## src/rtl/uart_pkg.sv

```systemverilog
// -----------------------------------------------------------------------------
// uart_pkg
// Shared types and constants for the UART receive path.
//   ab_state_t      : state encoding of the baud-rate detector
//   SYNC_EDGES      : edges measured after the start edge of the 0x55 sync char
//   SYNC_BITS_LOG2  : log2 of the bit periods spanned by those edges (8 bits)
// -----------------------------------------------------------------------------
package uart_pkg;

    typedef enum logic [2:0] {
        IDLE    = 3'd0,
        ARMED   = 3'd1,
        MEASURE = 3'd2,
        DONE    = 3'd3,
        LOCKED  = 3'd4,
        ERR     = 3'd5,
        HALT    = 3'd6
    } ab_state_t;

    localparam int SYNC_EDGES     = 8;
    localparam int SYNC_BITS_LOG2 = 3;

endpackage

```

## src/rtl/uart_rx_sync.sv

```systemverilog
// -----------------------------------------------------------------------------
// uart_rx_sync
// Two-flop synchronizer for the asynchronous serial line plus edge detector.
// Ports:
//   clock_i  : system clock
//   rst_i    : synchronous reset, active-high (line flops reset to idle-high)
//   rxd_i    : asynchronous serial input, idle high
//   rx_s_o   : synchronized line level
//   fall_o   : one-cycle pulse on a 1->0 transition of rx_s_o
//   rise_o   : one-cycle pulse on a 0->1 transition of rx_s_o
// -----------------------------------------------------------------------------
module uart_rx_sync (
    input  logic clock_i,
    input  logic rst_i,
    input  logic rxd_i,
    output logic rx_s_o,
    output logic fall_o,
    output logic rise_o
);

    logic rx_meta_q;
    logic rx_s_q;
    logic rx_s_dly_q;

    // Synchronizer chain plus one delayed copy for edge detection.
    // Reset to the idle level so leaving reset never looks like a start edge.
    always_ff @(posedge clock_i) begin
        if (rst_i) begin
            rx_meta_q  <= 1'b1;
            rx_s_q     <= 1'b1;
            rx_s_dly_q <= 1'b1;
        end else begin
            rx_meta_q  <= rxd_i;
            rx_s_q     <= rx_meta_q;
            rx_s_dly_q <= rx_s_q;
        end
    end

    assign rx_s_o = rx_s_q;
    assign fall_o = rx_s_dly_q & ~rx_s_q;
    assign rise_o = ~rx_s_dly_q & rx_s_q;

endmodule

```

## src/rtl/uart_autobaud.sv

```systemverilog
// -----------------------------------------------------------------------------
// uart_autobaud
// Measures a 0x55 sync character on rxd and produces the divisor pair
// (integer bit period plus half flag) for the UART baud divider.
// Ports:
//   clock_i     : system clock
//   rst_i       : synchronous reset, active-high
//   rxd_i       : asynchronous serial line, idle high
//   rearm_i     : single-cycle request to drop the lock and measure again
//   div_out_o   : measured bit period in clocks, integer part
//   half_out_o  : fractional part of the bit period is >= 0.5
//   valid_o     : one-cycle pulse when div_out_o/half_out_o are loaded
//   locked_o    : high while div_out_o/half_out_o hold a validated result
//   err_o       : one-cycle pulse on a measurement failure
// Build option:
//   AUTOBAUD_RETRY_EN : when defined, an error returns straight to IDLE and the
//                       next idle period retries; otherwise the block halts
//                       until rearm_i.
// -----------------------------------------------------------------------------
module uart_autobaud
    import uart_pkg::*;
#(
    parameter int F_DIV_WIDTH = 16,
    parameter int MIN_SEG     = 4,
    parameter int IDLE_CLKS   = 64
) (
    input  logic                   clock_i,
    input  logic                   rst_i,
    input  logic                   rxd_i,
    input  logic                   rearm_i,
    output logic [F_DIV_WIDTH-1:0] div_out_o,
    output logic                   half_out_o,
    output logic                   valid_o,
    output logic                   locked_o,
    output logic                   err_o
);

    localparam int CW = F_DIV_WIDTH + SYNC_BITS_LOG2;
    localparam int IW = (IDLE_CLKS > 1) ? $clog2(IDLE_CLKS) : 1;

    logic rx_s, fall_s, rise_s, edge_s;

    ab_state_t state_q, state_d;
    logic [IW-1:0]          idle_cnt_q, idle_cnt_d;
    logic [CW-1:0]          tot_cnt_q, tot_cnt_d;
    logic [CW-1:0]          seg_cnt_q, seg_cnt_d;
    logic [CW-1:0]          ref_seg_q, ref_seg_d;
    logic [CW-1:0]          tot_final_q, tot_final_d;
    logic [2:0]             seg_idx_q, seg_idx_d;
    logic [F_DIV_WIDTH-1:0] div_q, div_d;
    logic                   half_q, half_d;
    logic                   valid_q, valid_d;
    logic                   locked_q, locked_d;
    logic                   err_q, err_d;

    logic [CW-1:0] seg_len_s, tot_len_s, ref_quarter_s;
    logic [CW:0]   win_lo_s, win_hi_s;
    logic          seg_short_s, seg_out_s, last_edge_s, div_zero_s, tot_sat_s, idle_done_s;

    uart_rx_sync u_sync (
        .clock_i (clock_i),
        .rst_i   (rst_i),
        .rxd_i   (rxd_i),
        .rx_s_o  (rx_s),
        .fall_o  (fall_s),
        .rise_o  (rise_s)
    );

    assign edge_s = fall_s | rise_s;

    // Segment length includes the edge cycle itself, hence the +1.
    assign seg_len_s     = seg_cnt_q + {{(CW-1){1'b0}}, 1'b1};
    assign tot_len_s     = tot_cnt_q + {{(CW-1){1'b0}}, 1'b1};
    assign ref_quarter_s = {2'b00, ref_seg_q[CW-1:2]};
    // Window bounds carry one extra bit so ref + ref/4 cannot wrap.
    assign win_lo_s      = {1'b0, ref_seg_q - ref_quarter_s};
    assign win_hi_s      = {1'b0, ref_seg_q} + {1'b0, ref_quarter_s};
    assign seg_short_s   = (seg_len_s < CW'(MIN_SEG));
    assign seg_out_s     = (seg_idx_q != 3'd0) &&
                           (({1'b0, seg_len_s} < win_lo_s) || ({1'b0, seg_len_s} > win_hi_s));
    assign last_edge_s   = (seg_idx_q == 3'(SYNC_EDGES - 1));
    assign div_zero_s    = (tot_len_s[CW-1:SYNC_BITS_LOG2] == {F_DIV_WIDTH{1'b0}});
    assign tot_sat_s     = &tot_cnt_q;
    assign idle_done_s   = rx_s && (idle_cnt_q == IW'(IDLE_CLKS - 1));

    // State register.
    always_ff @(posedge clock_i) begin
        if (rst_i) begin
            state_q <= IDLE;
        end else begin
            state_q <= state_d;
        end
    end

    // Next-state logic.
    always_comb begin
        state_d = state_q;
        case (state_q)
            IDLE:    if (idle_done_s) state_d = ARMED; else state_d = IDLE;
            ARMED:   if (fall_s) state_d = MEASURE; else state_d = ARMED;
            MEASURE: begin
                if (tot_sat_s) begin
                    state_d = ERR;
                end else if (edge_s) begin
                    if (seg_short_s || seg_out_s) begin
                        state_d = ERR;
                    end else if (last_edge_s) begin
                        state_d = div_zero_s ? ERR : DONE;
                    end else begin
                        state_d = MEASURE;
                    end
                end else begin
                    state_d = MEASURE;
                end
            end
            DONE:    state_d = LOCKED;
            LOCKED:  if (rearm_i) state_d = IDLE; else state_d = LOCKED;
`ifdef AUTOBAUD_RETRY_EN
            ERR:     state_d = IDLE;
`else
            ERR:     state_d = HALT;
`endif
            HALT:    if (rearm_i) state_d = IDLE; else state_d = HALT;
            default: state_d = IDLE;
        endcase
    end

    // Counter and output next values for the current state.
    always_comb begin
        idle_cnt_d  = {IW{1'b0}};
        tot_cnt_d   = tot_cnt_q;
        seg_cnt_d   = seg_cnt_q;
        ref_seg_d   = ref_seg_q;
        tot_final_d = tot_final_q;
        seg_idx_d   = seg_idx_q;
        div_d       = div_q;
        half_d      = half_q;
        valid_d     = 1'b0;
        locked_d    = locked_q;
        err_d       = 1'b0;
        case (state_q)
            IDLE: begin
                if (!rx_s) begin
                    idle_cnt_d = {IW{1'b0}};
                end else if (idle_done_s) begin
                    idle_cnt_d = idle_cnt_q;
                end else begin
                    idle_cnt_d = idle_cnt_q + {{(IW-1){1'b0}}, 1'b1};
                end
            end
            ARMED: begin
                if (fall_s) begin
                    tot_cnt_d = {CW{1'b0}};
                    seg_cnt_d = {CW{1'b0}};
                    seg_idx_d = 3'd0;
                end else begin
                    seg_idx_d = seg_idx_q;
                end
            end
            MEASURE: begin
                tot_cnt_d = tot_len_s;
                if (edge_s) begin
                    if (seg_idx_q == 3'd0) begin
                        ref_seg_d = seg_len_s;
                    end else begin
                        ref_seg_d = ref_seg_q;
                    end
                    if (last_edge_s) begin
                        tot_final_d = tot_len_s;
                    end else begin
                        tot_final_d = tot_final_q;
                    end
                    seg_cnt_d = {CW{1'b0}};
                    seg_idx_d = seg_idx_q + 3'd1;
                end else begin
                    seg_cnt_d = seg_len_s;
                end
            end
            DONE: begin
                div_d    = tot_final_q[CW-1:SYNC_BITS_LOG2];
                half_d   = tot_final_q[SYNC_BITS_LOG2-1];
                valid_d  = 1'b1;
                locked_d = 1'b1;
            end
            LOCKED:  locked_d = ~rearm_i;
            ERR: begin
                err_d    = 1'b1;
                locked_d = 1'b0;
            end
            HALT:    locked_d = 1'b0;
            default: locked_d = 1'b0;
        endcase
    end

    // Datapath and output registers.
    always_ff @(posedge clock_i) begin
        if (rst_i) begin
            idle_cnt_q  <= {IW{1'b0}};
            tot_cnt_q   <= {CW{1'b0}};
            seg_cnt_q   <= {CW{1'b0}};
            ref_seg_q   <= {CW{1'b0}};
            tot_final_q <= {CW{1'b0}};
            seg_idx_q   <= 3'd0;
            div_q       <= {F_DIV_WIDTH{1'b0}};
            half_q      <= 1'b0;
            valid_q     <= 1'b0;
            locked_q    <= 1'b0;
            err_q       <= 1'b0;
        end else begin
            idle_cnt_q  <= idle_cnt_d;
            tot_cnt_q   <= tot_cnt_d;
            seg_cnt_q   <= seg_cnt_d;
            ref_seg_q   <= ref_seg_d;
            tot_final_q <= tot_final_d;
            seg_idx_q   <= seg_idx_d;
            div_q       <= div_d;
            half_q      <= half_d;
            valid_q     <= valid_d;
            locked_q    <= locked_d;
            err_q       <= err_d;
        end
    end

    assign div_out_o  = div_q;
    assign half_out_o = half_q;
    assign valid_o    = valid_q;
    assign locked_o   = locked_q;
    assign err_o      = err_q;

endmodule

```

## config.mk

```make
export PLATFORM = sky130hd
export DESIGN_NAME = uart_autobaud
export DESIGN_NICKNAME = d
export VERILOG_FILES = /design/src/rtl/uart_pkg.sv /design/src/rtl/uart_rx_sync.sv /design/src/rtl/uart_autobaud.sv
export SDC_FILE = /design/constraint.sdc
export NUM_CORES = 1
export LEC_CHECK = 0
export ABC_AREA = 0
export CELL_PAD_IN_SITES_DETAIL_PLACEMENT = 1
export CELL_PAD_IN_SITES_GLOBAL_PLACEMENT = 1
export CORE_AREA = 2 2 143 145
export DETAILED_ROUTE_END_ITERATION = 8
export DIE_AREA = 0 0 145 147
export PLACE_DENSITY_LB_ADDON = 0.1
export SYNTH_ARGS = -nofsm -noshare
export SYNTH_HDL_FRONTEND = slang
export SYNTH_HIERARCHICAL = 1
export SYNTH_SLANG_ARGS = --single-unit
```

## constraint.sdc

```tcl
create_clock -name clock_i -period 5 [get_ports clock_i]
set_input_delay 0.5 -clock clock_i [delete_from_list [all_inputs] [get_ports clock_i]]
set_output_delay 0.5 -clock clock_i [all_outputs]
set_load 0.02 [all_outputs]
```

* Word level (Yosys, flattened, before mapping) *
Index checks and enable logic that the tools add are counted.

storage, ports and cells
  bits in read-only memories = 0
  bits in registers = 111
  bits in latches = 0
  memories kept = 0
  RAM bits = 0

cells by class
  order comparisons = 3
  equal/unequal tests = 10
  divide/modulo/power cells = 0
  reductions and logical operators = 16
  multiplexer cells = 20
  shift-type cells = 0
  $add $sub $neg = 6
  bitwise operators = 7
  $mul = 0

operators by type and width
  kind                                                                            count
  19-bit one-hot mux with 2 select lines                                          2
  19-bit by 1-bit adder with 19-bit output (second input constant)                2
  19-bit two-way mux                                                              2
  3-bit two-way mux                                                               9
  3-bit one-hot mux with 7 select lines                                           1
  19-bit by 17-bit adder with 20-bit output                                       1
  19-bit by 20-bit greater-than comparator with 1-bit output                      1
  19-bit less-than comparator                                                     1
  19-bit by 3-bit less-than comparator with 1-bit output (second input constant)  1
  19-bit AND reduction                                                            1
  19-bit by 17-bit subtractor with 19-bit output                                  1
  16-bit logical NOT                                                              1
  3-bit == test (second input constant)                                           4
  3-bit AND reduction                                                             3
  6-bit by 1-bit adder with 6-bit output (second input constant)                  1
  3-bit by 2-bit == test with 1-bit output (second input constant)                2
  6-bit == test (second input constant)                                           1
  3-bit logical NOT                                                               2
  3-bit one-hot mux with 2 select lines                                           1
  3-bit OR reduction                                                              2
  2-bit != test (second input constant)                                           2
  1-bit NOT                                                                       4
  3-bit by 1-bit adder with 3-bit output (second input constant)                  1
  3-bit by 1-bit == test with 1-bit output (second input constant)                1
  10 further kinds                                                                15

* Logic depth before layout (Yosys ltp) *
Gate-level depths: netlist of run 1.

  word-level depth = 9
  gate-level depth with buffers = 21

* Hierarchy *
Netlist of run 1, hierarchy kept.

modules (own cells, without submodules)
  module         sequential area each (um^2)  instances  area an instance (um^2)  cells each
  uart_autobaud  2122.0                       1          7512.2                   951
  uart_rx_sync   60.1                         1          92.6                     8

* Least setup slack after synthesis of run 1 *
Ideal clock, no wire load.

  kind = register to register
  start = reg ref_seg_q[8]
  end = reg state_q[2]
  data required time = 4.884 ns
  library setup time = 0.116 ns
  slack = 0.798 ns
  arrival time = 4.087 ns
  cell stages (with the launch flop) = 19
  path buffers = 1
  path through = dfxtp_1 inv_1 ha_1 clkbuf_1 a211o_1 o31ai_1 a211oi_1 or3_1 a31o_2 a21oi_1 xnor2_1 ha_1 nand3_1 or2_2 o41ai_1 o32a_1 o311a_1 a31oi_1 a31o_1

between the ends
  cells in the longest elaborated chain, start to end = 9
  elaborated cells between the ends (all ways) = 11
  classes of those cells = 2 x add/sub; 2 x order compare; 4 x mux; 3 x reduce/logical

RTL lines
  item                                                                                                         RTL line                                  text
  start, declared                                                                                              uart_autobaud.sv:47                       logic [CW-1:0] ref_seg_q, ref_seg_d;
  start signal, assigned                                                                                       uart_autobaud.sv:201                      ref_seg_q <= {CW{1'b0}};
  start signal, assigned                                                                                       uart_autobaud.sv:213                      ref_seg_q <= ref_seg_d;
  19-bit by 17-bit adder with 20-bit output or 19-bit by 17-bit subtractor with 19-bit output (tied branches)  uart_autobaud.sv:77, uart_autobaud.sv:76
  19-bit by 20-bit greater-than comparator with 1-bit output or 19-bit less-than comparator (tied branches)    uart_autobaud.sv:80                       (({1'b0, seg_len_s} < win_lo_s) || ({1'b0, seg_len_s} > win_hi_s));
  1-bit logical OR *                                                                                           uart_autobaud.sv:80
  1-bit logical AND *                                                                                          uart_autobaud.sv:79                       assign seg_out_s = (seg_idx_q != 3'd0) &&
  1-bit logical OR *                                                                                           uart_autobaud.sv:105                      if (seg_short_s || seg_out_s) begin
  3-bit two-way mux *                                                                                          uart_autobaud.sv:105
  3-bit two-way mux *                                                                                          uart_autobaud.sv:104                      end else if (edge_s) begin
  3-bit two-way mux *                                                                                          uart_autobaud.sv:102                      if (tot_sat_s) begin
  3-bit one-hot mux with 7 select lines *                                                                      uart_autobaud.sv:98                       case (state_q)
  end signal, assigned                                                                                         uart_autobaud.sv:91                       state_q <= state_d;
  end, declared                                                                                                uart_autobaud.sv:43                       ab_state_t state_q, state_d;

Mark *: on every way between the ends. The rest lies on a longest branch, timed or not.
A chain may end at the register's enable or synchronous reset.

* Worst setup path after layout of run 1 *
  start = reg ref_seg_q[2]
  end = reg state_q[2]

The elaborated chain is that of the path after synthesis.

==> impl_metrics.json, run 1 <==
{
  "result_of_the_run": "finished, final reports clean",
  "cts-root-buf": "clkbuf_16",
  "drt_first_pass_iters": 5,
  "drt-wirelength-per-cell_um": 15.8,
  "clock_path_buffers": 2,
  "syn_area_per_cell_sq_um": 7.93,
  "postSynthCellCount": 959,
  "chipWidth_um": 145,
  "async_flop_share": 0,
  "postSynth.topFlopCell": "dfxtp_1",
  "initial_utilization": 0.383,
  "number_of_setup_buffers_added_after_cts": 0,
  "period_share": 0.928,
  "multiInputGateArea_sq_um": 4990,
  "setup_violations": 0,
  "slew_violations": 0,
  "powerDensity_nw_per_um2": 197,
  "num_vias": 6426,
  "design_power_total_w": 0.00162,
  "core-area_sq_um": 19800,
  "power.net_switching_w": 0.000394,
  "mostFrequentLayoutCell": "nor2_1",
  "final-seq-area_sq_um": 2180,
  "detailed_place.area_sq_um": 7930,
  "io_buffers": 23,
  "ys.warnings.count": 6,
  "nNetsFinal": 1025,
  "clock_sinks": 109,
  "grt_start_max_net_pins": 54,
  "grt_antenna_before_repair": 0,
  "cell_internal_pwr_w": 0.00122,
  "clkSlewWorstSetupHoldPaths_ns": 0.08,
  "max_cap_violations": 0,
  "die_height_um": 147,
  "place.gp.congestion": 0.799,
  "rows": 52,
  "final-hold-violation-count": 0,
  "synth_area_sq_um": 7600,
  "setup-tns-final_ns": 0,
  "numCtsBuffers": 9,
  "clock_insertion_delay_worst_skew_ns": 0.36,
  "grt_pass1_wl_um": 32400,
  "clock_period_minus_final_worst_setup_slack_ns": 4.64,
  "mostFrequentLayoutCells": "nor2_1, dfxtp_1, ha_1, a21oi_1, nand2_1",
  "distinct_cell_type_count_after_synthesis": 61,
  "viasPerCell": 5.29,
  "gr-total-overflow": 0,
  "timing.critical_path.to_type": "register",
  "fillerInstances": 2432,
  "post-route-cell-area_sq_um": 8230,
  "postSynthRegisterBits": 109,
  "area_delta_synth_final_pct": 8.23,
  "grt_setup_unrepaired": "no",
  "slew_headroom": 0.237,
  "layout-drive-gt1-share": 0.0444,
  "timing.setup.critical_path_class": "reg -> reg",
  "max_slew.worst_pin.slew_ns": 1.14,
  "worst-path-max-fanout": 5,
  "postRouteAntennaNets": 0,
  "synth_fp_nets": 1043,
  "cts_tree": "built",
  "place_worst_setup_slack_ns": 0.126,
  "worst_ir_drop_vdd_uv": 149,
  "drtIter0Drc": 230,
  "number_of_global_route_vias_before_repair": 6331,
  "combPwrFrac": 0.017,
  "route.detailed.drc": 0,
  "p_seq_frac": 0.539,
  "worstPathArrival_ns": 4.89,
  "fmaxAchievable_mhz": 216,
  "post_route_hold_slack_ns": 0.408,
  "class_of_the_tightest_hold_or_removal_check": "reg -> reg",
  "dp_hpwl_um": 14300,
  "postLayoutSetupSlackWorst_ns": 0.360,
  "die_area_sq_um": 21300,
  "synth_enable_flop_cells": 0,
  "boundaryPins": 24,
  "power.share.switching": 0.244,
  "routed_wl_um": 19100,
  "fin_skew_ns": 0.00951,
  "cp_data_required_time_ns": 5.25,
  "p_clk_frac": 0.444,
  "critical_path.startpoint_type": "register",
  "global_router_s_overall_resource_usage": 0.183,
  "synth.yosys.seq_area_share": 0.287,
  "antenna-diode-count": 0,
  "power.leakage_nw": 3.19,
  "cts_max_level": 3
}
-- worst paths after layout --
kind                               start                       end  slack, ns  cells after the start
min          u_sync/rx_meta_q$_SDFF_PP1_  u_sync/rx_s_o$_SDFF_PP1_       0.41                      1
max reg2reg    ref_seg_q[2]$_SDFFE_PP0P_     state_q[2]$_SDFF_PP0_       0.36                     19
min reg2reg  u_sync/rx_meta_q$_SDFF_PP1_  u_sync/rx_s_o$_SDFF_PP1_       0.41                      1
max            ref_seg_q[2]$_SDFFE_PP0P_     state_q[2]$_SDFF_PP0_       0.36                     19
-- timing repair --
item | in CTS | in global routing
hold buffers | 0 | 0
hold endpoints to repair | 0 | 0
resized for setup | 0 | 6
setup endpoints to repair | 0 | 3
-- critical path, cell delays in order, from the launching register on --
cell      delay [ns]
dfxtp_1         0.41
ha_1            0.20
inv_1           0.06
fa_1            0.39
a21o_1          0.17
a21oi_1         0.22
nor2b_1         0.13
o41ai_2         0.30
a31oi_1         0.23
a211oi_1        0.27
o21bai_1        0.13
xnor2_1         0.14
ha_1            0.31
nand3_1         0.11
or2_2           0.32
o41ai_1         0.34
o32a_1          0.21
o311a_1         0.24
a31oi_1         0.11
a31o_1          0.22
-- synth_stat cells, types with 2 or more instances --
| master | n | area share |
|---|---|---|
| o41ai_1 | 5 | 0.0058 |
| or2_2 | 6 | 0.0049 |
| mux2_2 | 2 | 0.0030 |
| nand2_1 | 71 | 0.035 |
| or2_1 | 3 | 0.0025 |
| ha_1 | 78 | 0.13 |
| and3b_1 | 2 | 0.0023 |
| and4_1 | 3 | 0.0035 |
| nand2b_1 | 15 | 0.012 |
| nand4_1 | 17 | 0.014 |
| a221oi_1 | 3 | 0.0035 |
| inv_1 | 41 | 0.020 |
| nor2_1 | 136 | 0.067 |
| clkbuf_1 | 48 | 0.024 |
| a21o_1 | 15 | 0.015 |
| buf_4 | 2 | 0.0020 |
| o31ai_1 | 3 | 0.0030 |
| buf_6 | 8 | 0.012 |
| nand3_1 | 25 | 0.016 |
| xor2_1 | 19 | 0.022 |
| a21oi_1 | 75 | 0.049 |
| a22oi_1 | 17 | 0.017 |
| o21a_1 | 3 | 0.0030 |
| o22ai_1 | 3 | 0.0025 |
| a2111oi_0 | 2 | 0.0023 |
| nor2b_1 | 11 | 0.0090 |
| xnor2_1 | 58 | 0.067 |
| nor3_1 | 21 | 0.014 |
| and3_1 | 11 | 0.0090 |
| and2_1 | 2 | 0.0016 |
| mux2i_1 | 18 | 0.024 |
| or3_1 | 13 | 0.011 |
| o21bai_1 | 6 | 0.0059 |
| o21ai_0 | 37 | 0.024 |
| dfxtp_1 | 109 | 0.29 |
| a31oi_1 | 10 | 0.0082 |
| nand3b_1 | 4 | 0.0039 |
| fa_1 | 2 | 0.0053 |
| nor4_1 | 2 | 0.0016 |
| a211oi_1 | 32 | 0.032 |
-- flip-flops by register name (all words and copies together), names as in the netlist --
name               cells
ref_seg_q             19
seg_cnt_q             19
tot_cnt_q             19
tot_final_q           17
div_out_o             16
idle_cnt_q             6
seg_idx_q              3
state_q                3
err_o                  1
half_out_o             1
locked_o               1
u_sync/rx_meta_q       1
u_sync/rx_s_dly_q      1
u_sync/rx_s_o          1
valid_o                1
-- area by class of cell --
class	count	share of cell area
clock buffers	9	0.0274
clock inverters	6	0.00684
inverters	41	0.0187
multi-input cells	750	0.607
flip-flops and latches	109	0.265
well taps	270	0.0410
repair buffers	30	0.0341
-- through the flow --
step,utilization,instances
after global placement,0.399,1200
after CTS,0.414,1215
final,0.415,1215
after detailed placement,0.399,1200
after floorplan,-,959
after global routing,0.415,1215
-- routing by layer --
metal,global-route usage,part of all wire
met2,0.317,0.47
met4,0.0515,0.016
met3,0.0199,0.016
met5,0,0
met1,0.243,0.49
-- cells by family after synthesis --
group	synth area share
mux	0.0267
compound gates	0.186
buf+inv	0.0604
xor+xnor	0.0887
flops	0.287
fa+ha+maj	0.134
simple gates	0.218
-- power by group through the flow --
stage	sequential (W)	combinational, W	clock, W
2_1_floorplan	0.000892	0.0000192	0
3_3_place_gp	0.000893	0.0000276	0
3_5_place_dp	0.000893	0.0000282	0
4_1_cts	0.000872	0.0000284	0.000749
5_1_grt	0.000873	0.0000310	0.000782
6_report	0.000872	0.0000271	0.000720
(Power assumes the default switching activity.)
==> run 2: changes to the inputs <==
- GPL_TIMING_DRIVEN: unset -> 0
- SLEW_MARGIN: unset -> 10
==> impl_metrics.json, run 2 (synthesis results as in run 1) <==
{
  "result_of_the_run": "finished, final reports clean",
  "rows": 52,
  "number_of_global_route_vias_before_repair": 6597,
  "clkSlewWorstSetupHoldPaths_ns": 0.07,
  "critPathMaxStageDelay_ns": 0.47,
  "worstPathArrival_ns": 4.96,
  "clock_insertion_delay_worst_skew_ns": 0.36,
  "antenna-diode-count": 0,
  "grt_setup_unrepaired": "no",
  "p_seq_frac": 0.512,
  "num_vias": 6598,
  "global_router_s_overall_resource_usage": 0.193,
  "cell_internal_pwr_w": 0.00134,
  "postRouteAntennaNets": 0,
  "powerDensity_nw_per_um2": 198,
  "max_slew.worst_pin.slew_ns": 1.09,
  "viasPerCell": 5.20,
  "critical_path.startpoint_type": "register",
  "place.gp.congestion": 0.776,
  "critical_path.cell_chain": "inv_1 -> ha_1 -> inv_1 -> fa_1 -> a21o_1 -> a21oi_1 -> nor2b_1 -> o41ai_2 -> buf_4 -> a31oi_2 -> a211oi_2 -> o21bai_1 -> xnor2_1 -> ha_1 -> a21o_1 -> a2111oi_2 -> o41ai_2 -> o32a_1 -> o311a_4 -> o21a_1 -> o41ai_1",
  "cts_tree": "built",
  "combPwrFrac": 0.019,
  "io_buffers": 23,
  "p_clk_frac": 0.469,
  "area_delta_synth_final_pct": 13.0,
  "grtUsageMet2": 0.358,
  "cts-root-buf": "clkbuf_16",
  "dp_hpwl_um": 15700,
  "chipWidth_um": 145,
  "clock_path_buffers": 2,
  "gr-max-usage-layer": "met2",
  "class_of_the_tightest_hold_or_removal_check": "reg -> reg",
  "setup_violations": 0,
  "clock_sinks": 109,
  "worst_ir_drop_vdd_uv": 146,
  "final-hold-violation-count": 0,
  "clock_period_minus_final_worst_setup_slack_ns": 4.71,
  "grt_antenna_before_repair": 0,
  "die_area_sq_um": 21300,
  "max_cap_violations": 0,
  "cts_max_level": 3,
  "detailed_place.area_sq_um": 8180,
  "gr-total-overflow": 0,
  "fmaxAchievable_mhz": 213,
  "power.share.switching": 0.211,
  "post-route-cell-area_sq_um": 8600,
  "setup-tns-final_ns": 0,
  "slew_violations": 0,
  "mostFrequentLayoutCells": "nor2_1, dfxtp_1, ha_1, a21oi_1, nand2_1",
  "route.detailed.drc": 0,
  "slew_headroom": 0.270,
  "timing.critical_path.to_type": "register",
  "power.leakage_nw": 3.34,
  "grtUsageMet3": 0.0155,
  "worst-path-max-fanout": 3,
  "nNetsFinal": 1079,
  "largestRegisters": "ref_seg_q: 19 flops, seg_cnt_q: 19 flops, tot_cnt_q: 19 flops",
  "holdBufCountCts": 0,
  "grt_start_max_net_pins": 17,
  "grtUsageMet1": 0.236,
  "initial_utilization": 0.383,
  "drt-wirelength-per-cell_um": 15.9,
  "drt_first_pass_iters": 4,
  "fin_skew_ns": 0.00906,
  "boundaryPins": 24,
  "core-area_sq_um": 19800,
  "cp_num_buf_inv": 3,
  "mostFrequentLayoutCell": "nor2_1",
  "period_share": 0.941,
  "grt_pass1_wl_um": 33600,
  "slowest_stage": "a2111oi_2",
  "layout-drive-gt1-share": 0.0590,
  "cp_data_required_time_ns": 5.26,
  "drtIter0Drc": 215,
  "power.net_switching_w": 0.000359,
  "routed_wl_um": 20200,
  "timing.setup.critical_path_class": "reg -> reg",
  "worst_path_dominant_cell_family": "compound AO/OA/AOI/OAI gates",
  "die_height_um": 147,
  "numCtsBuffers": 9
}
[run 2: what timing repair did]
| action | in CTS | in global routing |
|---|---|---|
| pin swaps | 1 | 1 |
| buffers inserted | 2 | 1 |
| resized for setup | 7 | 13 |
| gates cloned | 0 | 0 |
| endpoints found under the setup margin | 3 | 3 |
[run 2: power groups by stage]
stage	logic, W	registers, W	clock network, W
floorplan	0.0000192	0.000892	0
global placement	0.0000330	0.000893	0
detailed placement	0.0000335	0.000893	0
CTS	0.0000337	0.000872	0.000822
global route	0.0000368	0.000873	0.000856
finish	0.0000324	0.000872	0.000798
[run 2: stage by stage]
| stage | setup slack, ns | util | power, W | instances | hold slack, ns |
|---|---|---|---|---|---|
| 2_1_floorplan | 0.798 | - | 0.000911 | 959 | 0.383 |
| 3_3_place_gp | -0.375 | 0.412 | 0.000926 | 1252 | 0.386 |
| 3_5_place_dp | -0.392 | 0.412 | 0.000926 | 1252 | 0.405 |
| 4_1_cts | 0.00795 | 0.431 | 0.00173 | 1270 | 0.428 |
| 5_1_grt | 0.0135 | 0.433 | 0.00177 | 1270 | 0.433 |
| 6_report | 0.294 | 0.433 | 0.00170 | 1270 | 0.419 |
[run 2: worst paths after layout]
check | start | end | slack (ns) | cells past startpoint
max | ref_seg_q[0]$_SDFFE_PP0P_ | state_q[0]$_SDFF_PP0_ | 0.29 | 21
min | u_sync/rx_meta_q$_SDFF_PP1_ | u_sync/rx_s_o$_SDFF_PP1_ | 0.42 | 1
max reg2reg | ref_seg_q[0]$_SDFFE_PP0P_ | state_q[0]$_SDFF_PP0_ | 0.29 | 21
min reg2reg | u_sync/rx_meta_q$_SDFF_PP1_ | u_sync/rx_s_o$_SDFF_PP1_ | 0.42 | 1
[run 2: layout make-up]
type,count,area (sq um)
fill,2451,11200
multi-input combinational,750,5030
sequential,109,2190
tap,270,338
buffer,58,302
clock buffer,12,256
timing repair buffer,26,253
inverter,41,154
clock inverter,4,70.1
[run 2: routing by layer]
layer / vias to the layer above / routed length (um)
met3: 17 / 246
met5: - / 0
met2: 42 / 10100
met4: 0 / 363
li1: 3427 / -
met1: 3112 / 9530
